===== src/rtl/cam_dvp_pkg.sv =====
// Shared types and timing helpers for the DVP camera source emulator.
package cam_dvp_pkg;

    typedef enum logic [2:0] {StIdle, StVsync, StVbp, StActive, StVfp} state_e;

    localparam int unsigned DEF_H_ACTIVE    = 40;
    localparam int unsigned DEF_V_ACTIVE    = 30;
    localparam int unsigned DEF_BPP         = 2;
    localparam int unsigned DEF_H_BLANK     = 16;
    localparam int unsigned DEF_VSYNC_LINES = 3;
    localparam int unsigned DEF_VBP_LINES   = 2;
    localparam int unsigned DEF_VFP_LINES   = 2;

    function automatic int unsigned line_len(int unsigned h_active, int unsigned bpp,
                                             int unsigned h_blank);
        return h_active * bpp + h_blank;
    endfunction

    function automatic int unsigned frame_len(int unsigned line_ticks, int unsigned vs_lines,
                                              int unsigned vbp_lines, int unsigned va_lines,
                                              int unsigned vfp_lines);
        return line_ticks * (vs_lines + vbp_lines + va_lines + vfp_lines);
    endfunction

    function automatic int unsigned max_u(int unsigned a, int unsigned b);
        return (a > b) ? a : b;
    endfunction

    // Bits needed to hold 0..n-1, never less than one.
    function automatic int unsigned cnt_w(int unsigned n);
        return (n <= 1) ? 1 : int'($clog2(n));
    endfunction

endpackage


===== src/rtl/cam_dvp_source_if.sv =====
// DVP sensor-side bus: pixel clock, frame/line sync and 8-bit data.
interface cam_dvp_source_if;
    logic       cam_pclk;
    logic       cam_vsync;
    logic       cam_href;
    logic [7:0] cam_dat;

    modport master (output cam_pclk, cam_vsync, cam_href, cam_dat);
    modport slave  (input  cam_pclk, cam_vsync, cam_href, cam_dat);
endinterface


===== src/rtl/cam_dvp_pattern.sv =====
// Test-pattern byte generator; kept separate so other patterns can be dropped in.
module cam_dvp_pattern #(
    parameter int unsigned ColW  = 7,
    parameter int unsigned LineW = 5
) (
    input  logic [ColW-1:0]  col_i,
    input  logic [LineW-1:0] line_i,
    input  logic [7:0]       foff_i,
    output logic [7:0]       dat_o
);
    always_comb dat_o = 8'(col_i) + 8'(line_i) + foff_i;
endmodule


===== src/rtl/cam_dvp_source.sv =====
// OV7670-style DVP sensor emulator producing a deterministic RGB565 byte pattern.
// Define CAM_DVP_SOURCE_FRAME_OFFSET_EN to shift the pattern by a per-frame counter.
module cam_dvp_source
    import cam_dvp_pkg::*;
#(
    parameter int unsigned H_ACTIVE    = DEF_H_ACTIVE,
    parameter int unsigned V_ACTIVE    = DEF_V_ACTIVE,
    parameter int unsigned BPP         = DEF_BPP,
    parameter int unsigned H_BLANK     = DEF_H_BLANK,
    parameter int unsigned VSYNC_LINES = DEF_VSYNC_LINES,
    parameter int unsigned VBP_LINES   = DEF_VBP_LINES,
    parameter int unsigned VFP_LINES   = DEF_VFP_LINES
) (
    input  logic             clk,
    input  logic             resetn,
    input  logic             enable,
    cam_dvp_source_if.master dvp,
    output logic             busy,
    output logic             frame_done
);
    localparam int unsigned HB       = H_ACTIVE * BPP;
    localparam int unsigned L        = line_len(H_ACTIVE, BPP, H_BLANK);
    localparam int unsigned MaxLines = max_u(max_u(VSYNC_LINES, VBP_LINES),
                                             max_u(V_ACTIVE, VFP_LINES));
    localparam int unsigned ColW     = cnt_w(L);
    localparam int unsigned LineW    = cnt_w(MaxLines);

    function automatic int unsigned lines_of(state_e s);
        case (s)
            StVsync:  return VSYNC_LINES;
            StVbp:    return VBP_LINES;
            StActive: return V_ACTIVE;
            StVfp:    return VFP_LINES;
            default:  return 0;
        endcase
    endfunction

    // Zero-length phases are passed over in the same tick.
    function automatic state_e skip_empty(state_e s);
        state_e r;
        r = s;
        if (r == StVsync && VSYNC_LINES == 0) r = StVbp;
        if (r == StVbp && VBP_LINES == 0) r = StActive;
        if (r == StActive && V_ACTIVE == 0) r = StVfp;
        if (r == StVfp && VFP_LINES == 0) r = StIdle;
        return r;
    endfunction

    logic             ph_q, ph_d;
    state_e           state_q, state_d;
    logic [ColW-1:0]  col_q, col_d;
    logic [LineW-1:0] line_q, line_d;
    logic             vsync_q, vsync_d, href_q, href_d;
    logic [7:0]       dat_q, dat_d, pat;
    logic             busy_q, busy_d, done_q, done_d;
    logic [7:0]       foff;
    logic             tick, line_end, state_end;

`ifdef CAM_DVP_SOURCE_FRAME_OFFSET_EN
    logic [7:0] fcnt_q, fcnt_d;

    assign fcnt_d = done_d ? fcnt_q + 8'd1 : fcnt_q;
    assign foff   = fcnt_q;

    always_ff @(posedge clk) begin
        if (!resetn) fcnt_q <= '0;
        else         fcnt_q <= fcnt_d;
    end
`else
    assign foff = 8'd0;
`endif

    always_comb begin
        ph_d      = ~ph_q;
        tick      = ph_q;
        state_d   = state_q;
        col_d     = col_q;
        line_d    = line_q;
        vsync_d   = vsync_q;
        href_d    = href_q;
        busy_d    = busy_q;
        done_d    = 1'b0;
        line_end  = (32'(col_q) == L - 1);
        state_end = line_end && (32'(line_q) == lines_of(state_q) - 1);
        if (tick) begin
            unique case (state_q)
                StIdle:   if (enable) state_d = skip_empty(StVsync);
                StVsync:  if (state_end) state_d = skip_empty(StVbp);
                StVbp:    if (state_end) state_d = skip_empty(StActive);
                StActive: if (state_end) state_d = skip_empty(StVfp);
                StVfp:    if (state_end) state_d = StIdle;
                default:  state_d = StIdle;
            endcase
            if (state_d != state_q || state_q == StIdle) begin
                col_d  = '0;
                line_d = '0;
            end else if (line_end) begin
                col_d  = '0;
                line_d = line_q + LineW'(1);
            end else begin
                col_d = col_q + ColW'(1);
            end
            vsync_d = (state_d == StVsync);
            href_d  = (state_d == StActive) && (32'(col_d) < HB);
            busy_d  = (state_d != StIdle);
            done_d  = (state_q != StIdle) && (state_d == StIdle);
        end
    end

    cam_dvp_pattern #(
        .ColW  (ColW),
        .LineW (LineW)
    ) u_pattern (
        .col_i  (col_d),
        .line_i (line_d),
        .foff_i (foff),
        .dat_o  (pat)
    );

    assign dat_d = href_d ? pat : 8'd0;

    always_ff @(posedge clk) begin
        if (!resetn) begin
            ph_q    <= 1'b0;
            state_q <= StIdle;
            col_q   <= '0;
            line_q  <= '0;
            vsync_q <= 1'b0;
            href_q  <= 1'b0;
            dat_q   <= '0;
            busy_q  <= 1'b0;
            done_q  <= 1'b0;
        end else begin
            ph_q    <= ph_d;
            state_q <= state_d;
            col_q   <= col_d;
            line_q  <= line_d;
            vsync_q <= vsync_d;
            href_q  <= href_d;
            dat_q   <= dat_d;
            busy_q  <= busy_d;
            done_q  <= done_d;
        end
    end

    assign dvp.cam_pclk  = ph_q;
    assign dvp.cam_vsync = vsync_q;
    assign dvp.cam_href  = href_q;
    assign dvp.cam_dat   = dat_q;
    assign busy          = busy_q;
    assign frame_done    = done_q;

endmodule


===== src/flat_wrapper.sv =====
// flat-port wrapper written by rule: the top's interface ports become plain ports
module cam_dvp_source_flat import cam_dvp_pkg::*;
#(
    parameter int unsigned H_ACTIVE    = DEF_H_ACTIVE,
    parameter int unsigned V_ACTIVE    = DEF_V_ACTIVE,
    parameter int unsigned BPP         = DEF_BPP,
    parameter int unsigned H_BLANK     = DEF_H_BLANK,
    parameter int unsigned VSYNC_LINES = DEF_VSYNC_LINES,
    parameter int unsigned VBP_LINES   = DEF_VBP_LINES,
    parameter int unsigned VFP_LINES   = DEF_VFP_LINES
)
  (clk, resetn, enable, busy, frame_done, dvp_cam_pclk, dvp_cam_vsync, dvp_cam_href, dvp_cam_dat);
  cam_dvp_source_if dvp_i ();
  input  logic clk;
  input  logic resetn;
  input  logic enable;
  output logic busy;
  output logic frame_done;
  output wire logic [$bits(dvp_i.cam_pclk)-1:0] dvp_cam_pclk;
  output wire logic [$bits(dvp_i.cam_vsync)-1:0] dvp_cam_vsync;
  output wire logic [$bits(dvp_i.cam_href)-1:0] dvp_cam_href;
  output wire logic [$bits(dvp_i.cam_dat)-1:0] dvp_cam_dat;
  assign dvp_cam_pclk = dvp_i.cam_pclk;
  assign dvp_cam_vsync = dvp_i.cam_vsync;
  assign dvp_cam_href = dvp_i.cam_href;
  assign dvp_cam_dat = dvp_i.cam_dat;
  cam_dvp_source #(.H_ACTIVE(H_ACTIVE), .V_ACTIVE(V_ACTIVE), .BPP(BPP), .H_BLANK(H_BLANK), .VSYNC_LINES(VSYNC_LINES), .VBP_LINES(VBP_LINES), .VFP_LINES(VFP_LINES)) u_core (.clk(clk), .resetn(resetn), .enable(enable), .dvp(dvp_i), .busy(busy), .frame_done(frame_done));
endmodule

===== config.mk =====
export PLATFORM = sky130hd
export DESIGN_NAME = cam_dvp_source_flat
export DESIGN_NICKNAME = d
export VERILOG_FILES = /design/src/rtl/cam_dvp_pkg.sv /design/src/rtl/cam_dvp_source_if.sv /design/src/rtl/cam_dvp_pattern.sv /design/src/rtl/cam_dvp_source.sv /design/src/flat_wrapper.sv
export SDC_FILE = /design/constraint.sdc
export NUM_CORES = 1
export LEC_CHECK = 0
export CAP_MARGIN = 20
export CORE_ASPECT_RATIO = 1.4
export CORE_MARGIN = 3
export CORE_UTILIZATION = 48
export DETAILED_ROUTE_END_ITERATION = 8
export PLACE_DENSITY = 0.8
export SLEW_MARGIN = 40
export SYNTH_ARGS = -nofsm -noshare
export SYNTH_HDL_FRONTEND = slang
export SYNTH_HIERARCHICAL = 1
export SYNTH_SLANG_ARGS = --single-unit
export TNS_END_PERCENT = 20

===== constraint.sdc =====
create_clock -name clk -period 10.4 [get_ports clk]
set_input_delay 1.56 -clock clk [delete_from_list [all_inputs] [get_ports clk]]
set_output_delay 1.56 -clock clk [all_outputs]
set_load 0.02 [all_outputs]

-- After elaboration in Yosys (flattened, before gate mapping)
Index checks and enable logic that the tools add are counted.
- register bits after elaboration: 28
- input bits: 3
- output and inout bits: 13
- logic and storage cells: 51
- add/sub/neg operators: 4
- magnitude comparators: 1
- equal/unequal tests: 9
- multiplexer cells: 16
- bitwise operators: 1
- reduce and logical (&&, ||, !) cells: 11
- operator list (cell ; number):
    $eq 5x32->1 ; 1
    $mux 7 ; 4
    $mux 3 ; 6
    $mux 5 ; 3
    $pmux 3 s5 ; 1
    $pmux 5 s3 ; 1
    $eq 3x2->1 const B ; 3
    $add 7x5->8 ; 1
    $add 7x1->7 const B ; 1
    $eq 7x7->1 const B ; 1
    $lt 7x7->1 const B ; 1
    $eq 3x1->1 const B ; 2
    $logic_not 3->1 ; 2
    $reduce_bool 3->1 ; 2
    $sub 5x1->6 const B ; 1
    $add 5x1->5 const B ; 1
    $reduce_and 2->1 ; 2
    $eq 3x3->1 const B ; 1
    $logic_and 1x1->1 ; 3
    $ne 3x3->1 ; 1
    $reduce_or 2->1 ; 1
    $logic_or 1x1->1 ; 1
    $mux 1 ; 1
    $not 1->1 ; 1

-- Longest topological paths before layout
Gate-level depths: netlist of run 1.
- depth in word-level cells: 17
- gate-level depth with buffers: 18
- gate-level depth less buffers: 17

-- Cells and area by module
The synthesis of run 1 kept the hierarchy.
- modules (own cells, without submodules) (module ; instances ; cells an instance ; area each (um^2) ; sequential area each (um^2)):
    cam_dvp_source ; 1 ; 180 ; 1562.7 ; 560.5
    cam_dvp_pattern ; 1 ; 45 ; 414.1 ; 0.0

-- Worst setup path after synthesis of run 1
OpenSTA, ideal clock, no wires.
- kind: register -> register
- start point: reg u_core.col_q[0]
- end point: reg u_core.dat_q[7] (netlist: u_core/dvp.cam_dat[7])
- library setup time: 0.070 ns
- data arrival time: 3.500 ns
- path slack: 6.830 ns
- stages on the path, launching flop included: 17
- clock period less this slack: 3.570 ns
- path through: dfxtp_1 > ha_1 > and4_4 > and3b_1 > buf_2 > o211a_1 > nor3_1 > a22o_1 > fa_1 > ha_1 > inv_1 > fa_1 > nor2b_4 > o31a_1 > o32ai_1 > a311oi_1 > a21boi_1
- RTL lines (what ; line ; text):
    start: declaration ; cam_dvp_source.sv:51 ; logic [ColW-1:0] col_q, col_d;
    start signal: assignment ; cam_dvp_source.sv:136 ; col_q <= col_d;
    $eq 7x7->1 (*) ; cam_dvp_source.sv:83 ; line_end = (32'(col_q) == L - 1);
    $logic_and 1x1->1 ; cam_dvp_source.sv:84 ; state_end = line_end && (32'(line_q) == lines_of(state_q) - 1);
    $mux 3 (on tied branches) ; n/a ;
    $pmux 3 s5 ; cam_dvp_source.sv:86 ; unique case (state_q)
    $mux 3 ; cam_dvp_source.sv:85 ; if (tick) begin
    $ne 3x3->1 ; cam_dvp_source.sv:94 ; if (state_d != state_q || state_q == StIdle) begin
    $logic_or 1x1->1 ; cam_dvp_source.sv:94 ;
    $mux 5 (*) ; cam_dvp_source.sv:94 ;
    $mux 5 (*) ; cam_dvp_source.sv:85 ;
    named net u_core.line_d[1] ; cam_dvp_source.sv:52 ; logic [LineW-1:0] line_q, line_d;
    $add 7x5->8 (*) ; cam_dvp_pattern.sv:11 ; always_comb dat_o = 8'(col_i) + 8'(line_i) + foff_i;
    named net u_core.pat[7] ; cam_dvp_source.sv:54 ; logic [7:0] dat_q, dat_d, pat;
    end signal: assignment ; cam_dvp_source.sv:140 ; dat_q <= dat_d;
    end: declaration ; cam_dvp_source.sv:54 ;
Mark *: on every way through the listed nets, which the timed path passes. The rest lies on a longest branch. The select of a mux whose other input is x is not followed.
A chain may end at the register's enable or synchronous reset.

-- Worst setup path in the final report of run 1
Ends and elaborated chain as after synthesis.

==> reports/metrics.cfg, run 1 <==
[outcome]
status=finished, final reports clean

[synthesis]
yosysSeqAreaShare_pct=28.35
synth_cell_types=59
synthArstFlopShare_pct=0
synth_seq_cells=28
netlist_area_sq_um=1977
netlist.area_leader.share_pct=28.35
yosys_warnings=6
synth_edf_count=0
synthCells=225
synth.avg_cell_area_sq_um=8.786
synth_flop_cell=dfxtp_1
synth_top_area_cell=dfxtp_1
synthTopCellsByArea=dfxtp_1 28%, ha_1 6.3%, fa_1 6.1%, and2_1 3.8%, nand2_1 3.6%

[timing]
skew_ps=5.754
finalCriticalPeriod_ps=4086
setup_violations=0
maxSlewHeadroom_pct=57.25
hold_slack_ps=505.5
hold_viol=0
post-route-period-util_pct=39.29
tns_ps=0
rsz0062_at_grt=no
finalMaxSlewViolations=0
fmax_mhz=244.7
worst_pin_slew_ps=635.4

[route]
dr.pass1.iters=4
ant_nets=0
drt_wl_total_microns=4556
vias=1709
drc=0
first_iter_violations=76
viasPerCell=5.976
wl_per_cell_microns=15.93

[final_layout]
antenna_cells=0
layout_commonest_cell=dfxtp_1
nFillCells=364
nets=263
final_cell_mix=28 x dfxtp_1, 19 x nand2_1, 16 x inv_1
drive_gt1_share_pct=7.407
area_delta_synth_final_pct=12.97

[clocking]
cts.sinks=28
ctsHoldBuffers=0
ctsHtreeMaxLevel=1
cts_buffer_depth=2
root_buffer=clkbuf_8
clk-insertion-delay-late_ps=290
cts_tree=built
postCtsSetupBuffers=0
cts_made_buffers=3
clkSlewWorstSetupHoldPaths_ps=100
cts.repair.resized=0

[floorplanning]
fp-row-count=27
die_area_sq_um=4936
initial_core_util_pct=50.02
io_pins=16
coreArea_sq_um=3953
die_w_microns=60.24
dieHeight_microns=81.94

[global_routing]
grt_util_all_layers_pct=20.24
antenna_found_initial=0
grt_pass1_vias=1601
grt_pass1_wl_microns=7534
grt_max_degree=19
grt_overflow=0

[place]
portBuffers=15
hpwl_microns=3406
place.gp.congestion=0.9012

[setup_path]
end_kind=flop
critical_path_class=reg -> reg
cpPeakStageDelay_ps=520
cp_cell_sequence=ha_1, and4_4, and3b_1, o211a_1, nor3_1, a22o_1, fa_1, ha_1, inv_1, fa_1, nor2b_4, o31a_1, o32ai_1, a311oi_1, a21boi_1
start_kind=flop
worst-path-buf-inv=1
slowest_stage=fa_1
worstPathArrival_ps=4310
cp.required_ps=10630
critPathTopFamily=adder cells
worst-path-max-fanout=9

[power_and_ir_drop]
power.leakage_nw=0.9130
vdd_drop_max_mv=0.08620
power_density_nw_per_um2=100.2

[job]
cap_violations=0

[min_path]
hold_class=reg -> reg

sequential cells by signal, indices dropped and copies added (netlist names):
signal / count
u_core/dvp.cam_href: 1
u_core/dvp.cam_pclk: 1
u_core/dvp.cam_vsync: 1
u_core/state_q: 3
u_core/col_q: 7
u_core/busy: 1
u_core/dvp.cam_dat: 8
u_core/line_q: 5
u_core/frame_done: 1
worst register-to-register path: stages (launching register included):
cell,delay [ps]
dfxtp_1,410
ha_1,240
and4_4,260
and3b_1,390
o211a_1,350
nor3_1,100
a22o_1,280
fa_1,520
ha_1,210
inv_1,70
fa_1,440
nor2b_4,140
o31a_1,160
o32ai_1,100
a311oi_1,190
a21boi_1,170
synth_stat cells (2+ instances only):
master	n
nand3b_1	2
ha_1	10
a21boi_1	9
xnor2_1	4
dfxtp_1	28
fa_1	6
a211oi_1	3
nor4_1	4
a21oi_1	7
nor2b_1	4
clkbuf_1	3
and2_1	12
mux2_2	3
a22o_1	3
or3_1	4
or4_1	2
o31ai_1	5
nor3_1	4
and3_1	4
buf_2	3
nand3_1	8
a31oi_1	3
a221o_1	2
o21ai_0	11
mux2i_1	2
o21a_1	2
nand2_1	19
nor2_1	9
nand4_1	4
inv_1	16
metal layers:
layer  vias to the layer above  wire, microns  track usage, %
li1                        850              -               -
met1                       824           1946           23.74
met2                        30           2432           36.58
met3                         5            121           2.673
met4                         0             56           7.317
met5                         -              0               0
power breakdown:
part / leakage [nW] / total, mW / switching (mW) / internal, mW
Clock: 0.0357 / 0.0883 / 0.0366 / 0.0517
Sequential: 0.226 / 0.111 / 0.00295 / 0.108
Combinational: 0.651 / 0.0240 / 0.0138 / 0.0102
Total: 0.913 / 0.224 / 0.0533 / 0.170
worst paths after layout:
path	start	end	slack [ps]	cells past startpoint
hold / removal	u_core/dvp.cam_vsync	u_core/dvp.cam_vsync	510	1
setup reg to reg	u_core/col_q[0]	u_core/dvp.cam_dat[7]	6310	15
hold reg to reg	u_core/dvp.cam_vsync	u_core/dvp.cam_vsync	510	1
setup / recovery	u_core/col_q[0]	u_core/dvp.cam_dat[7]	6310	15
area by class of cell:
cell class / instances / area, sq um / share of cell area [%]
multi-input combinational: 180 / 1338 / 59.89
sequential: 28 / 560.5 / 25.10
timing repair buffer: 15 / 150.1 / 6.723
inverter: 16 / 60.06 / 2.689
tap: 43 / 53.80 / 2.409
clock buffer: 3 / 41.29 / 1.849
clock inverter: 1 / 30.03 / 1.345
per-stage QoR:
step	setup slack, ps	util (%)	cells	power, mW	area, sq um
finish	6314	56.51	286	0.2237	2233
global route	5999	56.51	286	0.2323	2233
CTS	6325	56.51	286	0.2259	2233
detailed placement	6343	54.70	282	0.1374	2162
global placement	6397	54.70	282	0.1369	2162
floorplan	6830	-	232	0.1310	2003
cells by family after synthesis:
| family | share of synthesized area, % |
|---|---|
| and+or+nand+nor | 26.26 |
| other | 0.1897 |
| adders and majority gates | 12.41 |
| xor gates and xnor gates | 2.595 |
| AOI/OAI and AO/OA | 22.15 |
| muxes | 2.721 |
| DFF | 28.35 |
| buffers and inverters | 5.316 |
Note: power is estimated with default switching activity, not from simulation.
==> run 2: changes to the inputs <==
clock period = 3.9 ns   (was 10.4 ns; I/O delays follow)
==> reports/metrics.cfg, run 2 (synthesized netlist as in run 1, its figures left out) <==
[outcome]
status=finished, final reports clean  ; unchanged

[power_and_ir_drop]
pwr-share-clk_pct=38.9  ; was 39.5%
p_int_mw=0.4563  ; was 0.1704 mW
power.leakage_nw=0.9370  ; was 0.9130 nW
power_density_nw_per_um2=254.8  ; was 100.2 nW/um^2
p_seq_share_pct=49.1  ; was 49.8%
finalPower_mw=0.5958  ; was 0.2237 mW
power_switching_mw=0.1395  ; was 0.05332 mW
vdd_drop_max_mv=0.1746  ; was 0.08620 mV
combPwrFrac_pct=12.0  ; was 10.7%
swShare_pct=23.42  ; was 23.84%

[final_layout]
area_delta_synth_final_pct=18.29  ; was 12.97%
nets=271  ; was 263
design_area_sq_um=2338  ; was 2233 sq um
final_cell_mix=21 x dfxtp_1, 19 x nand2_1, 16 x inv_1  ; was 28 x dfxtp_1, 19 x nand2_1, 16 x inv_1
layout_commonest_cell=dfxtp_1  ; unchanged
drive_gt1_share_pct=15.94  ; was 7.407%
multi_input_area_sq_um=1366  ; was 1338 sq um
antenna_cells=0  ; unchanged
largest_reg_flops=8  ; unchanged
utilization_pct=59.16  ; was 56.51%
regArea_sq_um=576.8  ; was 560.5 sq um
nFillCells=348  ; was 364

[floorplanning]
coreArea_sq_um=3953  ; unchanged
dieHeight_microns=81.94  ; unchanged
initial_core_util_pct=50.02  ; unchanged
fp-row-count=27  ; unchanged
die_w_microns=60.24  ; unchanged
die_area_sq_um=4936  ; unchanged
io_pins=16  ; unchanged

[route]
dr.pass1.iters=4  ; unchanged
drt_wl_total_microns=4645  ; was 4556 microns
ant_nets=0  ; unchanged
wl_per_cell_microns=15.80  ; was 15.93 microns
viasPerCell=6.167  ; was 5.976
drc=0  ; unchanged
vias=1813  ; was 1,709
first_iter_violations=106  ; was 76

[timing]
worst_pin_slew_ps=551.6  ; was 635.4 ps
hold_slack_ps=500.3  ; was 505.5 ps
fmax_mhz=272.3  ; was 244.7 MHz
skew_ps=2.190  ; was 5.754 ps
setup_violations=0  ; unchanged
post-route-period-util_pct=94.15  ; was 39.29%
hold_viol=0  ; unchanged
maxSlewHeadroom_pct=63.11  ; was 57.25%
finalCriticalPeriod_ps=3672  ; was 4086 ps
setup_slack_ps=228.1  ; was 6314 ps
finalMaxSlewViolations=0  ; unchanged

[place]
place.gp.congestion=0.9388  ; was 0.9012
portBuffers=15  ; unchanged
placed_cell_area_sq_um=2215  ; was 2162 sq um
place_ws_ps=105.5  ; was 6343 ps
hpwl_microns=3482  ; was 3406 microns

[setup_path]
start_kind=flop  ; unchanged
worstPathArrival_ps=3890  ; was 4310 ps
worst-path-max-fanout=6  ; was 9
end_kind=flop  ; unchanged
cpPeakStageDelay_ps=520  ; about the same
critical_path_class=reg -> reg  ; unchanged
cp_cell_sequence=ha_2, and4_4, and3b_2, buf_4, nand4_1, and3_1, a221o_1, fa_1, ha_4, o21a_1, o31a_1, o32ai_1, a311oi_1, a21boi_2  ; was ha_1, and4_4, and3b_1, o211a_1, nor3_1, a22o_1, fa_1, ha_1, inv_1, fa_1, nor2b_4, o31a_1, o32ai_1, a311oi_1, a21boi_1
slowest_stage=fa_1  ; unchanged
cp.required_ps=4120  ; was 10,630 ps

[min_path]
hold_class=reg -> reg  ; unchanged

[clocking]
root_buffer=clkbuf_8  ; unchanged
ctsHtreeMaxLevel=1  ; unchanged
clk-insertion-delay-late_ps=280  ; was 290 ps
clkSlewWorstSetupHoldPaths_ps=100  ; about the same
cts.sinks=28  ; unchanged
cts_tree=built  ; unchanged
ctsHoldBuffers=0  ; unchanged
cts_buffer_depth=2  ; unchanged
cts_made_buffers=3  ; unchanged

[global_routing]
grt_overflow=0  ; unchanged
grt_util_all_layers_pct=20.85  ; was 20.24%
grt_pass1_vias=1761  ; was 1,601
grt_max_degree=19  ; unchanged
antenna_found_initial=0  ; unchanged
grt_pass1_wl_microns=7935  ; was 7534 microns

[job]
cap_violations=0  ; unchanged

run 2: power by group through the flow:
stage               logic [mW]  clock network (mW)  registers [mW]
global placement        0.0678                   0           0.301
finish                  0.0716               0.232           0.293
floorplan               0.0475                   0           0.302
global route            0.0808               0.245           0.294
detailed placement      0.0695                   0           0.301
CTS                     0.0694               0.235           0.294
run 2: worst paths after layout:
kind | end | from | depth (start not counted) | slack (ps)
max | u_core/dvp.cam_dat[7] | u_core/col_q[0] | 14 | 230
min reg2reg | u_core/dvp.cam_vsync | u_core/dvp.cam_vsync | 1 | 500
min | u_core/dvp.cam_vsync | u_core/dvp.cam_vsync | 1 | 500
max reg2reg | u_core/dvp.cam_dat[7] | u_core/col_q[0] | 14 | 230
run 2: layout make-up:
cell class / instances / share of cell area (%)
inverter: 16 / 2.568
tap: 43 / 2.301
timing repair buffer: 23 / 8.989
multi-input combinational: 180 / 58.43
sequential: 28 / 24.67
clock buffer: 3 / 1.766
clock inverter: 1 / 1.284
run 2: critical path, delay by kind of cell, from the launching register on:
family / cells / cell delay [ps]
compound gates: 6 / 1190
buf+inv: 1 / 150
simple gates: 4 / 860
fa+ha+maj: 3 / 1040
flops: 1 / 380
run 2: what timing repair did:
action	CTS	global route
setup buffers	0	1
gates resized for setup	0	17
endpoints found under the setup margin	0	2
run 2: routing by layer:
layer / vias up / routed length (microns) / global-route usage, %
met5: - / 0 / 0
met4: 0 / 117 / 7.317
met3: 15 / 282 / 4.403
met2: 63 / 2412 / 35.82
met1: 864 / 1832 / 25.19
li1: 871 / - / -
run 2: stage by stage:
stage / setup TNS (ps) / cells
after floorplan: 0 / 232
after global placement: 0 / 289
after detailed placement: 0 / 289
after CTS: 0 / 293
after global routing: -61.56 / 294
final: 0 / 294
==> run 3: changes to the inputs <==
CTS_CLUSTER_DIAMETER = 120   (was not set)
==> results of run 3 <==
No change in the layout: final DEF, timing and power equal those of run 2.
